==> config.mk <==
export PLATFORM = sky130hd
export DESIGN_NAME = pipe_stage_buf_flat
export DESIGN_NICKNAME = d
export VERILOG_FILES = /design/src/rtl/pipe_stage_buf_if.sv /design/src/rtl/pipe_stage_buf.sv /design/src/flat_wrapper.sv
export SDC_FILE = /design/constraint.sdc
export NUM_CORES = 1
export LEC_CHECK = 0
export CAP_MARGIN = 25
export CORE_MARGIN = 1
export CORE_UTILIZATION = 45
export CTS_CLUSTER_SIZE = 20
export DETAILED_ROUTE_END_ITERATION = 16
export PLACE_DENSITY = 0.76
export SLEW_MARGIN = 30
export SYNTH_ARGS = -nofsm -noshare
export SYNTH_HDL_FRONTEND = slang
export SYNTH_SLANG_ARGS = --single-unit
==> constraint.sdc <==
create_clock -name CLK -period 1.7 [get_ports CLK]
set_input_delay 0.425 -clock CLK [delete_from_list [all_inputs] [get_ports CLK]]
set_output_delay 0.425 -clock CLK [all_outputs]
set_load 0.1 [all_outputs]
==> src/rtl/pipe_stage_buf_if.sv <==
// ============================================================================
// Module      : pipe_stage_buf_if
// Description : valid/ready payload channel (data + control) between stages.
// Revision    : 1.0
// ============================================================================
`default_nettype none

interface pipe_stage_buf_if #(
  parameter int DATA_W = 64,
  parameter int CTRL_W = 16
);
  logic              valid;
  logic              ready;
  logic [DATA_W-1:0] data;
  logic [CTRL_W-1:0] ctrl;

  modport master (output valid, output data, output ctrl, input  ready);
  modport slave  (input  valid, input  data, input  ctrl, output ready);
endinterface

`default_nettype wire

==> src/rtl/pipe_stage_buf.sv <==
// ============================================================================
// Module      : pipe_stage_buf
// Description : two-entry (main + skid) pipeline stage register with flush
//               and saturating stall-cycle counter.
// Revision    : 1.0
// ============================================================================
`default_nettype none

module pipe_stage_buf #(
  parameter int DATA_W     = 64,
  parameter int CTRL_W     = 16,
  parameter int CNT_W      = 16,
  parameter bit CLEAR_DATA = 1'b0
) (
  input  wire logic             CLK,
  input  wire logic             nRST,
  input  wire logic             flush,
  pipe_stage_buf_if.slave       up,
  pipe_stage_buf_if.master      dn,
  output logic [1:0]            occupancy,
  output logic [CNT_W-1:0]      stall_cnt
);

  typedef enum logic [1:0] {
    EMPTY = 2'd0,
    HALF  = 2'd1,
    FULL  = 2'd2
  } state_t;

  state_t            state_q,     state_d;
  logic [DATA_W-1:0] main_data_q, main_data_d;
  logic [CTRL_W-1:0] main_ctrl_q, main_ctrl_d;
  logic [DATA_W-1:0] skid_data_q, skid_data_d;
  logic [CTRL_W-1:0] skid_ctrl_q, skid_ctrl_d;
  logic [CNT_W-1:0]  stall_cnt_q, stall_cnt_d;

  logic in_fire;
  logic out_fire;

  // Ready depends only on stored state, so no combinational path from dn.ready.
  assign up.ready  = (state_q != FULL);
  assign dn.valid  = (state_q != EMPTY);
  assign dn.data   = main_data_q;
  assign dn.ctrl   = dn.valid ? main_ctrl_q : '0;
  assign occupancy = state_q;
  assign stall_cnt = stall_cnt_q;

  assign in_fire  = up.valid & up.ready;
  assign out_fire = dn.valid & dn.ready;

  always_comb begin
    state_d     = state_q;
    main_data_d = main_data_q;
    main_ctrl_d = main_ctrl_q;
    skid_data_d = skid_data_q;
    skid_ctrl_d = skid_ctrl_q;
    stall_cnt_d = stall_cnt_q;

    if (dn.valid && !dn.ready && (stall_cnt_q != {CNT_W{1'b1}})) begin
      stall_cnt_d = stall_cnt_q + 1'b1;
    end

    if (flush) begin
      state_d     = EMPTY;
      main_ctrl_d = '0;
      skid_ctrl_d = '0;
      if (CLEAR_DATA) begin
        main_data_d = '0;
        skid_data_d = '0;
      end
    end else begin
      case (state_q)
        EMPTY: begin
          if (in_fire) begin
            main_data_d = up.data;
            main_ctrl_d = up.ctrl;
            state_d     = HALF;
          end
        end
        HALF: begin
          if (in_fire && out_fire) begin
            main_data_d = up.data;
            main_ctrl_d = up.ctrl;
          end else if (in_fire) begin
            skid_data_d = up.data;
            skid_ctrl_d = up.ctrl;
            state_d     = FULL;
          end else if (out_fire) begin
            main_ctrl_d = '0;
            state_d     = EMPTY;
          end
        end
        FULL: begin
          if (dn.ready) begin
            main_data_d = skid_data_q;
            main_ctrl_d = skid_ctrl_q;
            skid_ctrl_d = '0;
            state_d     = HALF;
          end
        end
        default: begin
          state_d     = EMPTY;
          main_ctrl_d = '0;
          skid_ctrl_d = '0;
        end
      endcase
    end
  end

  always_ff @(posedge CLK) begin
    if (!nRST) begin
      state_q     <= EMPTY;
      main_data_q <= '0;
      main_ctrl_q <= '0;
      skid_data_q <= '0;
      skid_ctrl_q <= '0;
      stall_cnt_q <= '0;
    end else begin
      state_q     <= state_d;
      main_data_q <= main_data_d;
      main_ctrl_q <= main_ctrl_d;
      skid_data_q <= skid_data_d;
      skid_ctrl_q <= skid_ctrl_d;
      stall_cnt_q <= stall_cnt_d;
    end
  end

endmodule

`default_nettype wire

==> src/flat_wrapper.sv <==
// flat-port wrapper written by rule: the top's interface ports become plain ports
module pipe_stage_buf_flat 
#(
  parameter int DATA_W     = 64,
  parameter int CTRL_W     = 16,
  parameter int CNT_W      = 16,
  parameter bit CLEAR_DATA = 1'b0
)
  (CLK, nRST, flush, occupancy, stall_cnt, up_valid, up_data, up_ctrl, up_ready, dn_valid, dn_data, dn_ctrl, dn_ready);
  pipe_stage_buf_if #(.DATA_W(DATA_W), .CTRL_W(CTRL_W)) up_i ();
  pipe_stage_buf_if #(.DATA_W(DATA_W), .CTRL_W(CTRL_W)) dn_i ();
  input  wire logic CLK;
  input  wire logic nRST;
  input  wire logic flush;
  output logic [1:0] occupancy;
  output logic [CNT_W-1:0] stall_cnt;
  input wire logic [$bits(up_i.valid)-1:0] up_valid;
  input wire logic [$bits(up_i.data)-1:0] up_data;
  input wire logic [$bits(up_i.ctrl)-1:0] up_ctrl;
  output wire logic [$bits(up_i.ready)-1:0] up_ready;
  output wire logic [$bits(dn_i.valid)-1:0] dn_valid;
  output wire logic [$bits(dn_i.data)-1:0] dn_data;
  output wire logic [$bits(dn_i.ctrl)-1:0] dn_ctrl;
  input wire logic [$bits(dn_i.ready)-1:0] dn_ready;
  assign up_i.valid = up_valid;
  assign up_i.data = up_data;
  assign up_i.ctrl = up_ctrl;
  assign up_ready = up_i.ready;
  assign dn_valid = dn_i.valid;
  assign dn_data = dn_i.data;
  assign dn_ctrl = dn_i.ctrl;
  assign dn_i.ready = dn_ready;
  pipe_stage_buf #(.DATA_W(DATA_W), .CTRL_W(CTRL_W), .CNT_W(CNT_W), .CLEAR_DATA(CLEAR_DATA)) u_core (.CLK(CLK), .nRST(nRST), .flush(flush), .up(up_i), .dn(dn_i), .occupancy(occupancy), .stall_cnt(stall_cnt));
endmodule
# After elaboration in Yosys (flattened, before gate mapping)
# Index checks and enable logic that the tools add are counted.
# totals
ff_bits	178
in_bits	85
output_inout_bits	100
wordCells	58
# classes
addsub	1
n_eq_ne	12
muxes	20
n_bitwise	6
reduce_logical	13
# op_table
operator	n
two-way mux 64 bit	3
one-hot mux 64 bit (3 select lines)	1
two-way mux 16 bit	8
one-hot mux 16 bit (3 select lines)	2
adder 16 x 1 -> 16 bit, second input constant	1
inequality test 16 bit, second input constant	1
AND reduction 4 bit	4
two-way mux 2 bit	5
inequality test 2 x 1 -> 1 bit, second input constant	3
inequality test 2 bit, second input constant	3
inequality test 3 x 1 -> 1 bit, second input constant	2
one-hot mux 2 bit (3 select lines)	1
AND reduction 5 bit	1
NOT 1 bit	4
logical AND 1 bit	3
inequality test 3 bit, second input constant	1
nonzero test 3 bit	1
AND 1 bit	2
== test 2 x 1 -> 1 bit, second input constant	1
== test 2 bit, second input constant	1
logical NOT 2 bit	1
nonzero test 2 bit	1
OR reduction 2 bit	1
logical NOT 1 bit	1

# Depth between registers and ports, before layout
# Gate-level depths: netlist of the first run.
# depth
depth_word	6
ltp_mapped	8
mapped_depth_nobuf	4

# Worst setup path before layout of the first run
# Ideal clock, no wire load.
# synth_timing
kind	flip-flop to output port
from	register u_core.state_q[1], in the netlist u_core.occupancy[1]
to	output port dn_ctrl[10]
arrival_time_ns	2.941
setup_slack_ns	-1.666
stages_incl_launch_ff	5
n_path_buf	2
cell_sequence	dfxtp_1 buf_2 nor2_1 clkbuf_1 nor2b_1
# synth_via
elab_chain_len	2
# synth_lines
element	line	rtl
start, declared	pipe_stage_buf.sv:30	state_t state_q, state_d;
start signal, assigned	pipe_stage_buf.sv:119	state_q <= state_d;
nonzero test 2 bit	pipe_stage_buf.sv:42	assign dn.valid = (state_q != EMPTY);
two-way mux 16 bit	pipe_stage_buf.sv:44	assign dn.ctrl = dn.valid ? main_ctrl_q : '0;
end, declared	flat_wrapper.sv:23	output wire logic [$bits(dn_i.ctrl)-1:0] dn_ctrl;
# Every way passes these cells.

# Worst setup path in the final report of the first run
# layout_timing
from	register u_core.state_q[1], in the netlist u_core.occupancy[1]
to	output port dn_ctrl[0]
# Same word-level chain as after synthesis.

==> flow_summary.toml, run 1 <==
[setup_path]
path_class = "register to output port"
required_ns = 1.27
critPathMaxFanout = 6
end_kind = "output port"
worstPathArrival_ns = 1.43
critPathLaunchType = "register"
reg2reg_slack_ns = -0.12

[final_layout]
final_cell_mix = "160 x dfxtp_1, 142 x nand2_1, 122 x buf_12, 104 x a21oi_1, 90 x mux2i_1"
final_nets = 1206
final_common_cell = "dfxtp_1"
final_core_util_pct = 76.8
synthToLayoutAreaGrowth_pct = 64.8
diodes = 0
drive_gt1_share_pct = 30.8
final_cells = 1353

[power]
p_switching_mw = 2.99
p_leak_nw = 4.99
seq_power_share_pct = 41.8
swShare_pct = 28.7
total_power_mw = 10.4
cell_internal_pwr_mw = 7.42
comb_power_share_pct = 19.8
clkPwrFrac_pct = 38.4
p_per_area_nw_per_um2 = 809
vdd_ir_drop_max_mv = 0.689

[global_route]
use_met1_pct = 30.0
grt_max_degree = 113
use_met2_pct = 39.9
grt.busiest_layer = "met2"
grt_first_pass_wirelength_mm = 34.2
grt_overflow = 0
grt_use_total_pct = 23.8
antenna_found_initial = 0
use_met3_pct = 4.34
grt_pass1_vias = 6894

[clocking]
numCtsBuffers = 17
clock_latency_ns = 0.43
cts-root-buf = "clkbuf_16"
clk_path_buf_depth = 2
hold_buffers = 0
htreeDepth = 4
clkTransAtPathRegs_ns = 0.07
clock_sinks = 178
cts_tree = "built"

[drt]
routed_wl_mm = 24.2
vias = 7628
avgRoutedWirePerCell_um = 17.9
drtPass1Iterations = 6
vias_per_cell = 5.64
drtIter0Drc = 531
ant_nets = 0
route.detailed.drc = 0

[synthesis]
ys_ff_latch = 178
synth_nets = 999
syn-cell-area_sq_um = 7810
synth-warning-count = 0
synth-seq-area-share_pct = 45.6
synth_cell_types = 43
synth.avg_cell_area_sq_um = 8.55
netlist_instances = 913

[timing]
finalHoldViolations = 0
clock_skew_ns = 0.00511
period_needed_ns = 1.86
setup_viol = 75
setup_ws_ns = -0.159
slew_viol_final = 0
tns_ns = -5.49
rsz0062_at_grt = "true"
tightest_slew_ns = 0.446
relSlewSlack_pct = 70.3
fmax_mhz = 538
fin_crit_sh_pct = 109

[floorplanning]
rows = 47
dieArea_sq_um = 17900
die_h_um = 134
die_w_um = 134
core_area_sq_um = 16800
io_pins = 185
initial_core_util_pct = 46.6

[outcome]
violations = "setup timing"
outcome = "finished with violations"

[place]
place.gp.congestion = 0.882
io_buffers = 184
preCtsSetupSlack_ns = -0.494
dpl.hpwl_mm = 14.1
dp_cells = 1284

[run]
drv_cap = 0

[min_path]
min_path_type = "register to register"
[final timing paths]
path / start / end / depth (start not counted)
worst max-delay path: u_core.occupancy[1]$_SDFFE_PP0P_ / dn_ctrl[0] / 5
worst min-delay path: u_core.skid_data_q[59]$_SDFFE_PN0P_ / u_core.skid_data_q[59]$_SDFFE_PN0P_ / 2
worst max register to register: u_core.occupancy[0]$_SDFFE_PP0P_ / u_core.dn.data[38]$_SDFFE_PN0P_ / 7
worst min register to register: u_core.skid_data_q[59]$_SDFFE_PN0P_ / u_core.skid_data_q[59]$_SDFFE_PN0P_ / 2
[area by class of cell]
cell class | count | area (sq um)
Clock buffer | 19 | 454
Clock inverter | 13 | 145
Fill cell | 1066 | 3890
Inverter | 2 | 13.8
Multi-Input combinational cell | 651 | 4380
Sequential cell | 178 | 3630
Tap cell | 220 | 275
Timing Repair Buffer | 270 | 3970
[kinds of logic (layout without fill, tap and decap cells)]
group / after synthesis / after routing / synth area share [%]
adders and majority gates: 1 / 1 / 0.160
DFF: 178 / 178 / 45.6
muxes: 90 / 90 / 11.5
buffers and inverters: 87 / 304 / 5.61
AOI/OAI and AO/OA: 237 / 240 / 17.0
and+or+nand+nor: 320 / 320 / 20.1
[metal layers]
metal | part of all wire [%] | routed length [um] | vias up
met4 | 2.9 | 703 | 0
met2 | 49 | 11900 | 301
li1 | - | - | 3629
met5 | 0 | 0 | -
met1 | 42 | 10300 | 3635
met3 | 5.7 | 1390 | 63
[worst max-delay path, cell delays in order (launching register included)]
cell	delay, ns
dfxtp_4	0.39
nor2_4	0.05
buf_6	0.11
buf_12	0.14
nor2b_4	0.13
buf_12	0.18
[power by group through the flow]
stage / clock network [mW] / registers, mW / logic [mW]
2_1_floorplan: 0 / 4.93 / 0.547
3_3_place_gp: 0 / 4.44 / 1.77
3_5_place_dp: 0 / 4.44 / 1.79
4_1_cts: 4.04 / 4.34 / 1.81
5_1_grt: 4.25 / 4.36 / 2.15
6_report: 4.00 / 4.35 / 2.06
[Yosys cell counts (all sizes together)]
cell	count	share of area, %
dfxtp	178	46
nand2	143	6.9
a21oi	140	9.0
mux2i	90	12
o21ai	65	4.2
or3	64	5.1
clkbuf	53	2.6
nor2	37	1.8
buf	32	2.9
nor2b	19	1.5
and2	17	1.4
a222oi	16	2.1
nand2b	11	0.88
nand3	8	0.58
or4	6	0.58
and4	5	0.56
nand4	4	0.32
o31ai	4	0.38
and3	3	0.24
inv	2	0.096
o21ba	2	0.34
o41ai	2	0.22
a2111oi	1	0.13
a211o	1	0.11
a211oi	1	0.096
a21boi	1	0.096
a21o	1	0.096
and3b	1	0.11
ha	1	0.16
nor3	1	0.064
nor4	1	0.080
o21a	1	0.096
o22a	1	0.11
o31a	1	0.11
[repair_timing]
action	4_1_cts	5_1_grt
endpoints found under the hold margin	0	0
cloned	0	17
pin swaps	0	34
buffers inserted	4	17
gates resized for setup	5	127
setup endpoints to repair	37	99
[metrics by stage]
step,hold WS [ns],area (sq um)
after global routing,0.468,12900
after CTS,0.455,12000
after global placement,0.441,11400
after detailed placement,0.446,11400
final,0.453,12900
after floorplan,0.436,8200
[flip-flops by register name (all words and copies together), names as in the netlist]
register and flops:
u_core.skid_data_q 64, u_core.stall_cnt 16, u_core.dn.data 64, u_core.occupancy 2, u_core.main_ctrl_q 16, u_core.skid_ctrl_q 16
(Power assumes the default switching activity.)
==> run 2: changes to the inputs <==
--- a/config.mk
+++ b/config.mk
@@ -10,6 +10,7 @@
 export CORE_UTILIZATION = 45
 export CTS_CLUSTER_SIZE = 20
 export DETAILED_ROUTE_END_ITERATION = 16
+export GPL_ROUTABILITY_DRIVEN = 1
 export PLACE_DENSITY = 0.76
 export SLEW_MARGIN = 30
 export SYNTH_ARGS = -nofsm -noshare
==> results of run 2 <==
No change in the layout: final DEF, timing and power equal those of run 1.
